===== config.mk =====
export PLATFORM = sky130hd
export DESIGN_NAME = dcache_port_arbiter
export DESIGN_NICKNAME = d
export VERILOG_FILES = /design/src/rtl/dcache_port_arbiter.sv
export SDC_FILE = /design/constraint.sdc
export NUM_CORES = 1
export LEC_CHECK = 0
export CORE_MARGIN = 2
export CORE_UTILIZATION = 37
export CTS_BUF_LIST = sky130_fd_sc_hd__clkbuf_16
export CTS_CLUSTER_SIZE = 10
export DETAILED_ROUTE_END_ITERATION = 10
export GPL_ROUTABILITY_DRIVEN = 0
export PLACE_DENSITY = 0.8
export REMOVE_ABC_BUFFERS = 1
export SYNTH_ARGS = -nofsm -noshare
export SYNTH_HDL_FRONTEND = slang
export SYNTH_SLANG_ARGS = --single-unit

===== constraint.sdc =====
create_clock -name clk -period 2.6 [get_ports clk]
set_clock_uncertainty 0.2 [all_clocks]
set_input_delay 0.39 -clock clk [delete_from_list [all_inputs] [get_ports clk]]
set_output_delay 0.39 -clock clk [all_outputs]
set_load 0.03 [all_outputs]

===== src/rtl/dcache_port_arbiter.sv =====
// Arbitrates the single D-cache request port between the load issue pipe and the
// committed-store drain, with starvation and drain-mode overrides and a one-entry output slot.
module dcache_port_arbiter #(
   parameter int unsigned XLEN         = 32,
   parameter int unsigned LDQ_TAG_W    = 3,
   parameter int unsigned STARVE_LIMIT = 8,
   parameter int unsigned DRAIN_BURST  = 4
) (
   input  logic                  clk,
   input  logic                  rst,
   input  logic                  ld_req_vld,
   input  logic [XLEN-1:0]       ld_req_addr,
   input  logic [LDQ_TAG_W-1:0]  ld_req_tag,
   output logic                  ld_req_rdy,
   input  logic                  st_req_vld,
   input  logic [XLEN-1:0]       st_req_addr,
   input  logic [XLEN-1:0]       st_req_data,
   input  logic [XLEN/8-1:0]     st_req_mask,
   output logic                  st_req_rdy,
   input  logic                  sdq_full,
   output logic                  dc_req_vld,
   output logic                  dc_req_we,
   output logic [XLEN-1:0]       dc_req_addr,
   output logic [XLEN-1:0]       dc_req_wdata,
   output logic [XLEN/8-1:0]     dc_req_wmask,
   output logic [LDQ_TAG_W-1:0]  dc_req_tag,
   input  logic                  dc_req_rdy,
   output logic                  drain_mode
);

   localparam int unsigned SCW = $clog2(STARVE_LIMIT + 1);
   localparam int unsigned DCW = $clog2(DRAIN_BURST + 1);
   localparam logic [SCW-1:0] STARVE_MAX = SCW'(STARVE_LIMIT);
   localparam logic [DCW-1:0] DRAIN_LAST = DCW'(DRAIN_BURST - 1);

   typedef enum logic {NORMAL, DRAIN} mode_t;

   mode_t          state, state_nxt;
   logic [SCW-1:0] starve_cnt;
   logic [DCW-1:0] drain_cnt;
   logic           slot_free;
   logic           st_wins;

   assign slot_free = !dc_req_vld || dc_req_rdy;

   // Store takes the port when alone, or when drain mode / starvation overrides the load
   always_comb begin
      st_wins    = st_req_vld && (!ld_req_vld || state == DRAIN || starve_cnt == STARVE_MAX);
      st_req_rdy = !rst && slot_free && st_wins;
      ld_req_rdy = !rst && slot_free && ld_req_vld && !st_wins;
   end

   always_ff @(posedge clk) begin
      if (rst) begin
         dc_req_vld   <= 1'b0;
         dc_req_we    <= 1'b0;
         dc_req_addr  <= '0;
         dc_req_wdata <= '0;
         dc_req_wmask <= '0;
         dc_req_tag   <= '0;
      end else if (slot_free) begin
         if (st_req_rdy) begin
            dc_req_vld   <= 1'b1;
            dc_req_we    <= 1'b1;
            dc_req_addr  <= st_req_addr;
            dc_req_wdata <= st_req_data;
            dc_req_wmask <= st_req_mask;
            dc_req_tag   <= '0;
         end else if (ld_req_rdy) begin
            dc_req_vld   <= 1'b1;
            dc_req_we    <= 1'b0;
            dc_req_addr  <= ld_req_addr;
            dc_req_wdata <= '0;
            dc_req_wmask <= '0;
            dc_req_tag   <= ld_req_tag;
         end else begin
            dc_req_vld   <= 1'b0;
         end
      end
   end

   // Counts every cycle a pending store is not granted, including busy-slot stalls
   always_ff @(posedge clk) begin
      if (rst) begin
         starve_cnt <= '0;
      end else if (!st_req_vld || st_req_rdy) begin
         starve_cnt <= '0;
      end else if (starve_cnt != STARVE_MAX) begin
         starve_cnt <= starve_cnt + 1'b1;
      end
   end

   always_ff @(posedge clk) begin
      if (rst) begin
         state <= NORMAL;
      end else begin
         state <= state_nxt;
      end
   end

   always_ff @(posedge clk) begin
      if (rst) begin
         drain_cnt <= '0;
      end else if (state == NORMAL) begin
         if (state_nxt == DRAIN) drain_cnt <= '0;
      end else if (st_req_rdy) begin
         drain_cnt <= drain_cnt + 1'b1;
      end
   end

   always_comb begin
      state_nxt = state;
      case (state)
         NORMAL: if (sdq_full && st_req_vld) state_nxt = DRAIN;
         DRAIN: begin
            if (!st_req_vld) state_nxt = NORMAL;
            else if (st_req_rdy && drain_cnt == DRAIN_LAST) state_nxt = NORMAL;
         end
         default: state_nxt = NORMAL;
      endcase
   end

   always_comb begin
      drain_mode = (state == DRAIN);
   end

endmodule

* Word-level counts from Yosys, hierarchy flattened *
Index checks and enable logic that the tools add are counted.

word-level totals
  register bits = 81
  bits of input ports = 109
  output and inout bits = 76
  word-level logic and storage cells = 56

operators by class
  add/subtract/negate cells = 2
  equal/unequal tests = 4
  mux-type cells = 19
  bitwise gates (word level) = 1
  reduce and logical (&&, ||, !) cells = 21

operator list
  kind                                                                   count
  32-bit 2-to-1 mux                                                      4
  3-bit 2-to-1 mux                                                       5
  4-bit 2-to-1 mux                                                       2
  1-bit logical AND                                                      7
  1-bit 2-to-1 mux                                                       7
  1-bit logical NOT                                                      5
  4-bit by 1-bit adder with 4-bit output, second input constant          1
  4-bit equality test, second input constant                             1
  1-bit logical OR                                                       4
  4-bit != test, second input constant                                   1
  2-bit AND reduction                                                    2
  2-bit nonzero test                                                     2
  3-bit by 1-bit adder with 3-bit output, second input constant          1
  3-bit by 2-bit equality test with 1-bit output, second input constant  1
  2-bit != test, second input constant                                   1
  1-bit case mux with 2 select lines                                     1
  2-bit OR reduction                                                     1
  1-bit NOT                                                              1

* Depth between registers and ports, before layout *
  depth in word-level cells = 11
  mapped depth = 10
  mapped depth without buffers = 7

* Least setup slack after synthesis *
Ideal clock, no wire load.

  path type = reg2out
  from = register starve_cnt[0]
  to = output ld_req_rdy
  arrival = 1.607 ns
  required time = 2.010 ns
  setup slack = 0.403 ns
  cell stages (with the launch flop) = 8
  buffers on the path = 2
  cell sequence = dfxtp_1 -> inv_1 -> ha_1 -> and3b_1 -> buf_6 -> o21ai_1 -> buf_2 -> and2_1

between the ends
  word-level cells in the longest chain between the ends = 5

RTL lines
  element                   RTL line  source
  start: declaration        39        logic [SCW-1:0] starve_cnt;
  start signal: assignment  89        starve_cnt <= starve_cnt + 1'b1;
  4-bit equality test       48        st_wins = st_req_vld && (!ld_req_vld || state == DRAIN || starve_cnt == STARVE_MAX);
  1-bit logical OR          48
  1-bit logical AND         48
  1-bit logical NOT         50        ld_req_rdy = !rst && slot_free && ld_req_vld && !st_wins;
  1-bit logical AND         50
  end: declaration          14        output logic ld_req_rdy,

No other way between the ends.

* Worst setup path after layout *
  from = register starve_cnt[0]
  to = output st_req_rdy

between the ends
  word-level cells in the longest chain between the ends = 4

RTL lines
  element              RTL line  source
  4-bit equality test  48
  1-bit logical OR     48
  1-bit logical AND    48
  1-bit logical AND    49        st_req_rdy = !rst && slot_free && st_wins;
  end: declaration     19        output logic st_req_rdy,

No other way between the ends.

==> reports/results.tsv <==
metric	value	unit
status	completed	
finalSetupViolCount	0	
syn-mean-instance-area	10.3	µm²
route.antenna.remaining_nets	0	
synth_top_area_share	53.1	%
vias	3086	
synth_area	3050	µm²
cp_data_required_time	2010	ps
hold_path_class	reg2reg	
arrival	1810	ps
placed_cell_area	4990	µm²
clock.fmax	0.417	GHz
hold_start	dc_req_wdata[22]$_SDFFE_PP0P_	
r2r-start	starve_cnt[0]$_SDFFE_PP0N_	
die_area	9000	µm²
grt_setup_unrepaired	no	
cts.reportedPaths.clkPinSlew	50	ps
synthCells	297	
drt_iter0_markers	112	
holdPathStages	1	
r2r_end	dc_req_addr[4]$_SDFFE_PP0P_	
yosysWarnings	0	
fin_area	5290	µm²
fin_crit_sh	92.2	%
critPathSlowestCell	and3b_1	
initial_core_util	37.7	%
grt_max_degree	37	
gr-total-overflow	0	
cp-start-kind	flop	
root_buffer	clkbuf_16	
diodes	0	
crit_family	buffers and inverters	
ys_types	31	
worst_pin_slew	422	ps
synth_top_area_cell	dfxtp_1	
slew_headroom	71.7	%
finalHoldViolCount	0	
finalWorstPathRequiredPeriod	2400	ps
power	3.24	mW
critPathBufInv	3	
path_depth	6	
cts_num_sinks	81	
antenna_found_initial	0	
wirelength	9570	µm
cp-end-kind	primary output	
track_usage	21.0	%
worstRegToRegCells	7	
cts_resized	0	
dp_slack	221	ps
peakVddDrop	0.364	mV
wl_per_cell	16.3	µm
cts_buffers	9	
drv_slew	0	
core-area	8090	µm²
drtPass1Iterations	4	
path_cells	inv_1 > ha_1 > and3b_1 > o211ai_4 > inv_2 > buf_4	
die_w	94.9	µm
drive_gt1_share	7.45	%
grt_pass1_wl	14800	µm
power_density	613	nW/µm²
yosys_register_bits	81	
vias_per_cell	5.25	
grt_pass1_vias	3132	
syn2layout_area_growth	73.2	%
dp_hpwl	6980	µm
port_buffers	184	
num_rows	33	
max-clock-path-buffers	2	
synth_area_leaders	dfxtp_1 53%, a22o_1 10%, a32oi_1 8.9%	
clock_latency	320	ps
cts_setup_buffers	0	
cellLeakagePower	1.94	nW
path_class	reg2out	
postCtsHoldBufs	0	
die_h	94.9	µm
cts_tree	done	
htreeDepth	3	
synth-seq-area-share	53.1	%
critical_path.max_stage_delay	370	ps
drc	0	
fin_ws	202	ps
drv_cap	0	
ios	185	
num-nets-final	592	
cp_max_fo	10	
r2r_setup_slack	490	ps
min_to	dc_req_wdata[22]$_SDFFE_PP0P_	
[metal layers]
layer / wire length, µm / GRT usage, %
met3: 1130 / 8.22
met5: 0 / 0
met4: 261 / 9.18
met2: 4430 / 36.1
met1: 3750 / 22.9
[layout by cell type, fill, tap and decap left out]
cell,netlist,layout
nor2_1,13,13
ha_1,4,4
nor2b_1,4,3
xnor2_1,2,2
nand3b_1,2,2
nor2b_2,0,1
clkinv_2,0,1
nand2_1,32,32
buf_12,0,1
dfxtp_1,81,81
inv_1,3,5
o21ai_2,0,1
xor2_1,1,1
nand2b_1,3,3
inv_2,1,1
a31oi_1,1,1
a22oi_1,1,1
nand3_1,1,1
o21ai_0,4,4
mux2_2,2,2
mux2i_1,5,5
a22o_1,36,36
nor3_1,2,2
clkinv_1,0,1
and3b_1,1,1
and2_1,1,1
o211ai_4,1,1
buf_4,0,16
a32oi_1,31,31
clkbuf_16,0,9
bufinv_16,0,2
a211oi_1,4,4
nor3b_2,0,1
a21oi_1,30,30
clkdlybuf4s50_1,0,182
or3_1,1,1
[worst max-delay path by stage]
stage                                from  slack [ps]          to
6_report       starve_cnt[0]$_SDFFE_PP0N_         200  st_req_rdy
5_1_grt        starve_cnt[0]$_SDFFE_PP0N_         100  st_req_rdy
4_1_cts        starve_cnt[0]$_SDFFE_PP0N_         180  st_req_rdy
3_5_place_dp                          rst         220  ld_req_rdy
3_3_place_gp                          rst         260  ld_req_rdy
2_1_floorplan     dc_req_vld$_SDFFE_PP0N_       -1270  ld_req_rdy
[report_power, final]
group | switching (mW) | leakage [nW] | internal (mW) | total (mW)
sequential | 0.0366 | 0.662 | 1.31 | 1.34
clock | 0.453 | 0.155 | 0.823 | 1.28
combinational | 0.297 | 1.12 | 0.327 | 0.623
total | 0.787 | 1.94 | 2.46 | 3.24
[flip-flops by register name (all words and copies together), names as in the netlist]
register / count
dc_req_addr: 32
dc_req_wdata: 32
dc_req_wmask: 4
starve_cnt: 4
dc_req_tag: 3
drain_cnt: 3
dc_req_vld: 1
dc_req_we: 1
drain_mode: 1
[layout make-up]
cell class / instances / area [µm²]
Tap cell: 105 / 131
Sequential cell: 81 / 1620
Clock inverter: 6 / 76.3
Timing Repair Buffer: 199 / 1960
Inverter: 4 / 15.0
Fill cell: 666 / 2800
Multi-Input combinational cell: 184 / 1260
Clock buffer: 9 / 225
[logic make-up (layout without fill, tap and decap cells)]
group / after synthesis / in the layout / synth area share (%)
adder cells (fa/ha/maj): 4 / 4 / 1.64
XOR/XNOR: 3 / 3 / 0.860
multiplexers: 7 / 7 / 2.38
flip-flops: 81 / 81 / 53.1
buffers and inverters: 32 / 218 / 6.06
AND/OR/NAND/NOR: 61 / 61 / 8.89
AO/OA/AOI/OAI: 109 / 109 / 27.1
[worst register-to-register path, delay by kind of cell, from the launching register on]
kind                       cells  cell delay, ps
and+or+nand+nor                1             270
buffers and inverters          2             430
DFF                            1             360
adders and majority gates      1             190
AOI/OAI and AO/OA              3             590
[cell usage after synthesis (all sizes together)]
library cell and number:
a211oi 4, a21oi 30, a22o 36, a22oi 1, a31oi 1, a32oi 31
and2 1, and3b 1, buf 17, clkbuf 11, dfxtp 81, ha 4
inv 4, mux2 2, mux2i 5, nand2 32, nand2b 3, nand3 1
nand3b 2, nor2 13, nor2b 4, nor3 2, nor3b 1, o211ai 1
o21ai 5, or3 1, xnor2 2, xor2 1
[through the flow]
step | instances | setup TNS [ps] | utilization (%) | hold WS (ps)
final | 588 | 0 | 65.4 | 271
after global routing | 588 | 0 | 65.4 | 285
after CTS | 588 | 0 | 65.4 | 274
after detailed placement | 573 | 0 | 61.6 | 256
after global placement | 573 | 0 | 61.6 | 255
after floorplan | 269 | -53960 | - | 259
No activity file was read; power rests on OpenSTA's default activity.
